**config.mk**
```make
export PLATFORM = sky130hd
export DESIGN_NAME = reg_file_sb_flat
export DESIGN_NICKNAME = d
export VERILOG_FILES = /design/src/rtl/reg_file_sb_if.sv /design/src/rtl/reg_file_sb.sv /design/src/flat_wrapper.sv
export SDC_FILE = /design/constraint.sdc
export NUM_CORES = 2
export LEC_CHECK = 0
export CAP_MARGIN = 10
export CORE_MARGIN = 4
export CORE_UTILIZATION = 57
export DETAILED_ROUTE_END_ITERATION = 6
export GPL_TIMING_DRIVEN = 1
export MAX_ROUTING_LAYER = met4
export PLACE_DENSITY = 0.79
export SYNTH_ARGS = -nofsm -noshare
export SYNTH_HDL_FRONTEND = slang
export SYNTH_SLANG_ARGS = --single-unit
```
**constraint.sdc**
```tcl
create_clock -name clk -period 5.4 [get_ports clk]
set_clock_uncertainty 0.15 [all_clocks]
set_input_delay 1.08 -clock clk [delete_from_list [all_inputs] [get_ports clk]]
set_output_delay 1.08 -clock clk [all_outputs]
set_load 0.03 [all_outputs]
```
**src/rtl/reg_file_sb_if.sv**
```systemverilog
// Bus bundle for reg_file_sb: write port, two read ports, scoreboard mark and busy status.
interface reg_file_sb_if #(
  parameter int DATA_W = 32,
  parameter int ADDR_W = 5
);
  logic              we;
  logic [ADDR_W-1:0] adr_wrt;
  logic [DATA_W-1:0] data_in;
  logic              re;
  logic [ADDR_W-1:0] adr_srca;
  logic [ADDR_W-1:0] adr_srcb;
  logic [DATA_W-1:0] out_srca;
  logic [DATA_W-1:0] out_srcb;
  logic              mark_en;
  logic [ADDR_W-1:0] mark_adr;
  logic              busy_srca;
  logic              busy_srcb;
  logic              busy_any;

  modport master (
    output we, adr_wrt, data_in, re, adr_srca, adr_srcb, mark_en, mark_adr,
    input  out_srca, out_srcb, busy_srca, busy_srcb, busy_any
  );

  modport slave (
    input  we, adr_wrt, data_in, re, adr_srca, adr_srcb, mark_en, mark_adr,
    output out_srca, out_srcb, busy_srca, busy_srcb, busy_any
  );
endinterface

```
**src/rtl/reg_file_sb.sv**
```systemverilog
// Integer register file with two registered read ports, one write port and a busy scoreboard.
// Define REG_FILE_SB_BYPASS_EN to forward same-cycle write data/clear into the read path.
module reg_file_sb #(
  parameter int DATA_W   = 32,
  parameter int ADDR_W   = 5,
  parameter int ZERO_REG = 1
) (
  input logic         clk,
  input logic         reset_n,
  reg_file_sb_if.slave bus
);
  localparam int NREGS = 2 ** ADDR_W;
  localparam bit ZR    = (ZERO_REG != 0);

  logic [DATA_W-1:0] regs_q [NREGS];
  logic [DATA_W-1:0] regs_d [NREGS];
  logic [NREGS-1:0]  busy_q, busy_d;
  logic [DATA_W-1:0] out_a_q, out_a_d;
  logic [DATA_W-1:0] out_b_q, out_b_d;

  logic wr_ok, mk_ok, zero_a, zero_b, byp_a, byp_b;
  logic [DATA_W-1:0] rd_a, rd_b;

  assign wr_ok  = bus.we      && !(ZR && (bus.adr_wrt  == '0));
  assign mk_ok  = bus.mark_en && !(ZR && (bus.mark_adr == '0));
  assign zero_a = ZR && (bus.adr_srca == '0);
  assign zero_b = ZR && (bus.adr_srcb == '0);

`ifdef REG_FILE_SB_BYPASS_EN
  assign byp_a = bus.we && (bus.adr_wrt == bus.adr_srca);
  assign byp_b = bus.we && (bus.adr_wrt == bus.adr_srcb);
`else
  assign byp_a = 1'b0;
  assign byp_b = 1'b0;
`endif

  // Mark is applied after write so a same-address mark leaves the register busy.
  always_comb begin
    regs_d = regs_q;
    busy_d = busy_q;
    if (wr_ok) begin
      regs_d[bus.adr_wrt] = bus.data_in;
      busy_d[bus.adr_wrt] = 1'b0;
    end
    if (mk_ok) busy_d[bus.mark_adr] = 1'b1;
  end

  always_comb begin
    rd_a = byp_a ? bus.data_in : regs_q[bus.adr_srca];
    rd_b = byp_b ? bus.data_in : regs_q[bus.adr_srcb];
    if (zero_a) rd_a = '0;
    if (zero_b) rd_b = '0;
    out_a_d = bus.re ? rd_a : out_a_q;
    out_b_d = bus.re ? rd_b : out_b_q;
  end

  always_ff @(posedge clk or negedge reset_n) begin
    if (!reset_n) begin
      regs_q  <= '{default: '0};
      busy_q  <= '0;
      out_a_q <= '0;
      out_b_q <= '0;
    end else begin
      regs_q  <= regs_d;
      busy_q  <= busy_d;
      out_a_q <= out_a_d;
      out_b_q <= out_b_d;
    end
  end

  assign bus.out_srca  = out_a_q;
  assign bus.out_srcb  = out_b_q;
  assign bus.busy_srca = busy_q[bus.adr_srca] & ~zero_a & ~byp_a;
  assign bus.busy_srcb = busy_q[bus.adr_srcb] & ~zero_b & ~byp_b;
  assign bus.busy_any  = |busy_q;
endmodule

```
**src/flat_wrapper.sv**
```systemverilog
// flat-port wrapper written by rule: the top's interface ports become plain ports
module reg_file_sb_flat 
#(
  parameter int DATA_W   = 32,
  parameter int ADDR_W   = 5,
  parameter int ZERO_REG = 1
)
  (clk, reset_n, bus_we, bus_adr_wrt, bus_data_in, bus_re, bus_adr_srca, bus_adr_srcb, bus_mark_en, bus_mark_adr, bus_out_srca, bus_out_srcb, bus_busy_srca, bus_busy_srcb, bus_busy_any);
  reg_file_sb_if #(.DATA_W(DATA_W), .ADDR_W(ADDR_W)) bus_i ();
  input logic clk;
  input logic reset_n;
  input wire logic [$bits(bus_i.we)-1:0] bus_we;
  input wire logic [$bits(bus_i.adr_wrt)-1:0] bus_adr_wrt;
  input wire logic [$bits(bus_i.data_in)-1:0] bus_data_in;
  input wire logic [$bits(bus_i.re)-1:0] bus_re;
  input wire logic [$bits(bus_i.adr_srca)-1:0] bus_adr_srca;
  input wire logic [$bits(bus_i.adr_srcb)-1:0] bus_adr_srcb;
  input wire logic [$bits(bus_i.mark_en)-1:0] bus_mark_en;
  input wire logic [$bits(bus_i.mark_adr)-1:0] bus_mark_adr;
  output wire logic [$bits(bus_i.out_srca)-1:0] bus_out_srca;
  output wire logic [$bits(bus_i.out_srcb)-1:0] bus_out_srcb;
  output wire logic [$bits(bus_i.busy_srca)-1:0] bus_busy_srca;
  output wire logic [$bits(bus_i.busy_srcb)-1:0] bus_busy_srcb;
  output wire logic [$bits(bus_i.busy_any)-1:0] bus_busy_any;
  assign bus_i.we = bus_we;
  assign bus_i.adr_wrt = bus_adr_wrt;
  assign bus_i.data_in = bus_data_in;
  assign bus_i.re = bus_re;
  assign bus_i.adr_srca = bus_adr_srca;
  assign bus_i.adr_srcb = bus_adr_srcb;
  assign bus_i.mark_en = bus_mark_en;
  assign bus_i.mark_adr = bus_mark_adr;
  assign bus_out_srca = bus_i.out_srca;
  assign bus_out_srcb = bus_i.out_srcb;
  assign bus_busy_srca = bus_i.busy_srca;
  assign bus_busy_srcb = bus_i.busy_srcb;
  assign bus_busy_any = bus_i.busy_any;
  reg_file_sb #(.DATA_W(DATA_W), .ADDR_W(ADDR_W), .ZERO_REG(ZERO_REG)) u_core (.clk(clk), .reset_n(reset_n), .bus(bus_i));
endmodule
```
==> impl_metrics.ini <==
[clocking]
numClockSinks = 1120
numCtsBuffers = 117
postCtsHoldBufs = 0
cts_resized = 0
insertion_delay_ps = 710
cts-root-buf = clkbuf_16
cts_max_path_buffers = 3
postCtsSetupBuffers = 0
tritoncts = done
clk_transition_reported_paths_ps = 60
cts_max_level = 3

[critical_path]
arrival_ps = 3370
rrSetupSlack_ps = 3400
endpoint_kind = primary output
critical_path_peak_fanout = 31
path_class = in -> out
worstPathRequired_ps = 4170
cp-start-kind = input pin

[yosys]
synthCells = 4205
ys_ff_latch = 1120
synth_xor_area_share_pct = 0
synth_cell_types = 36
muxShareOfSynthArea_pct = 40.4
yosysWarnings = 0
synth_fa_ha_area_share_pct = 0
ys_seq_area_share_pct = 47.4
synth_fp_nets = 4262
syn_avg_cell_area_sq_um = 14.1
syn-cell-area_sq_um = 59100
synth_compound_area_share_pct = 6.95
synth_top_family_by_area = multiplexers
synth-simple-area-share_pct = 1.43

[die]
rows = 117
fp.dieW_um = 330
io_pins = 124
core-area_sq_um = 102000
die_h_um = 330
start_util_pct = 57.8
die_area_sq_um = 109000

[run_status]
outcome = finished with violations
violations = design-rule violations

[flow_run]
maxCapViolations = 0

[sta]
setup_violations = 0
fin_crit_sh_pct = 85.3
fmax_mhz = 217
slew_headroom_pct = 12.0
rsz0062_at_grt = no
worstMarginPinSlew_ps = 1320
slew_viol_final = 0
finalHoldViolations = 0
finalCriticalPeriod_ps = 4600
setup_tns_ps = 0

[place]
dpl.hpwl_mm = 102
dp_cells = 5349
port-buffer-count = 123
dpl-instance-area_sq_um = 61400
gp_congestion = 0.874

[layout]
fin_nets = 4157
syn_to_final_growth_pct = 10.6
final_area_sq_um = 65400
final_common_cell = dfrtp_1
mostFrequentLayoutCells = 1120 x dfrtp_1, 1108 x mux2_2, 526 x mux2i_1
finalNonFillerCells = 5568
drive_above_1_share_pct = 41.9

[global_route]
grt_antenna_before_repair = 4
grt_pass1_vias = 40411
grt_max_degree = 128
grt_pass1_wl_mm = 265
grt_overflow = 0
grtUsageTotal_pct = 33.7

[drt]
final_antenna_net_count = 0
route.detailed.drc = 1
wl_per_cell_um = 32.1
drt_iter0_drc = 4395
via_per_inst = 7.10
drt-total-wl_mm = 179
vias = 39555
drtPass1Iterations = 7

[pwr]
netSwitchingPower_w = 0.00683
peakVddDrop_mv = 0.331
comb_power_share_pct = 20.1
power_w = 0.0247
power.internal_w = 0.0179
static-leakage-power_nw = 29.2
power.share.switching_pct = 27.6
sequentialPowerShare_pct = 45.4
cellPowerDensity_nw_per_um2 = 377
power_frac_clock_pct = 34.5

[hold_path]
min_path_type = reg -> reg
## metal layers
metal / vias up / part of all wire, % / global-route usage, %
li1: 15990 / - / -
met1: 20974 / 40 / 45.1
met2: 2095 / 46 / 51.3
met3: 496 / 9.2 / 7.00
met4: 0 / 4.2 / 13.0
met5: - / 0 / -
## critical path: stages
cell	delay (ps)
buf_8	270
mux4_2	560
mux4_2	470
nor2b_1	140
a211oi_1	110
clkdlybuf4s50_1	680
## cell usage after synthesis (all sizes together)
cell	instances	area, sq um
inv	3	11.3
a22o	131	1150
a221oi	116	1020
nor3	4	20.0
nand4	2	12.5
nand2	65	244
nor2b	10	62.6
nor4b	1	23.8
dfrtp	1120	28000
or2	3	18.8
o21ai	28	140
nand2b	3	18.8
clkbuf	266	998
and3	2	12.5
o221ai	52	455
mux2	1108	12500
nor4	8	50.1
a211oi	2	15.0
mux4	274	6170
nand3	28	140
nand3b	8	60.1
o2bb2ai	52	455
and3b	2	17.5
a21oi	120	601
nor2	18	67.6
a22oi	36	270
mux2i	526	5270
o22ai	2	12.5
buf	202	1230
nor3b	7	52.6
and2	2	12.5
nand4b	3	26.3
or3b	1	8.76
## registers in the layout, indices dropped and copies added (netlist names)
| name | count |
|---|---|
| u_core.bus.out_srca | 32 |
| u_core.bus.out_srcb | 32 |
| u_core.busy_q | 32 |
| u_core.regs_q | 1024 |
## worst paths after layout
| check | start | end | cells after the start |
|---|---|---|---|
| worst max-delay path | bus_adr_srcb[0] | bus_busy_srcb | 6 |
| worst min-delay path | u_core.regs_q[1010] | u_core.regs_q[1010] | 0 |
| worst max register to register | u_core.regs_q[534] | u_core.bus.out_srca[22] | 4 |
| worst min register to register | u_core.regs_q[1010] | u_core.regs_q[1010] | 0 |
| max in group asynchronous | reset_n | u_core.regs_q[210] | 2 |
| min in group asynchronous | reset_n | u_core.regs_q[609] | 1 |
## power groups by stage
stage / Sequential [W] / Combinational (W) / Clock (W)
2_1_floorplan: 0.0110 / 0.00364 / 0
3_3_place_gp: 0.0111 / 0.00477 / 0
3_5_place_dp: 0.0113 / 0.00492 / 0
4_1_cts: 0.0111 / 0.00495 / 0.00858
5_1_grt: 0.0114 / 0.00531 / 0.00894
6_report: 0.0112 / 0.00496 / 0.00852
## area by class of cell
cell class,count,area (sq um)
Sequential cell,1120,28000
Multi-Input combinational cell,2614,29100
Timing Repair Buffer,244,2510
Antenna cell,3,7.51
Clock inverter,51,669
Tap cell,1368,1710
Inverter,3,12.5
Fill cell,7316,36900
Clock buffer,165,3390
## through the flow
step	hold WS (ps)	setup slack, ps	util (%)
global route	261	740	63.9
finish	247	796	63.9
detailed placement	238	814	60.0
CTS	251	809	63.9
floorplan	299	1270	-
global placement	234	810	60.0
## cell families after synthesis
group / count (synthesis)
multiplexers: 1908
flip-flops: 1120
AO/OA/AOI/OAI: 539
buffers and inverters: 471
AND/OR/NAND/NOR: 167
(Power assumes the default switching activity.)
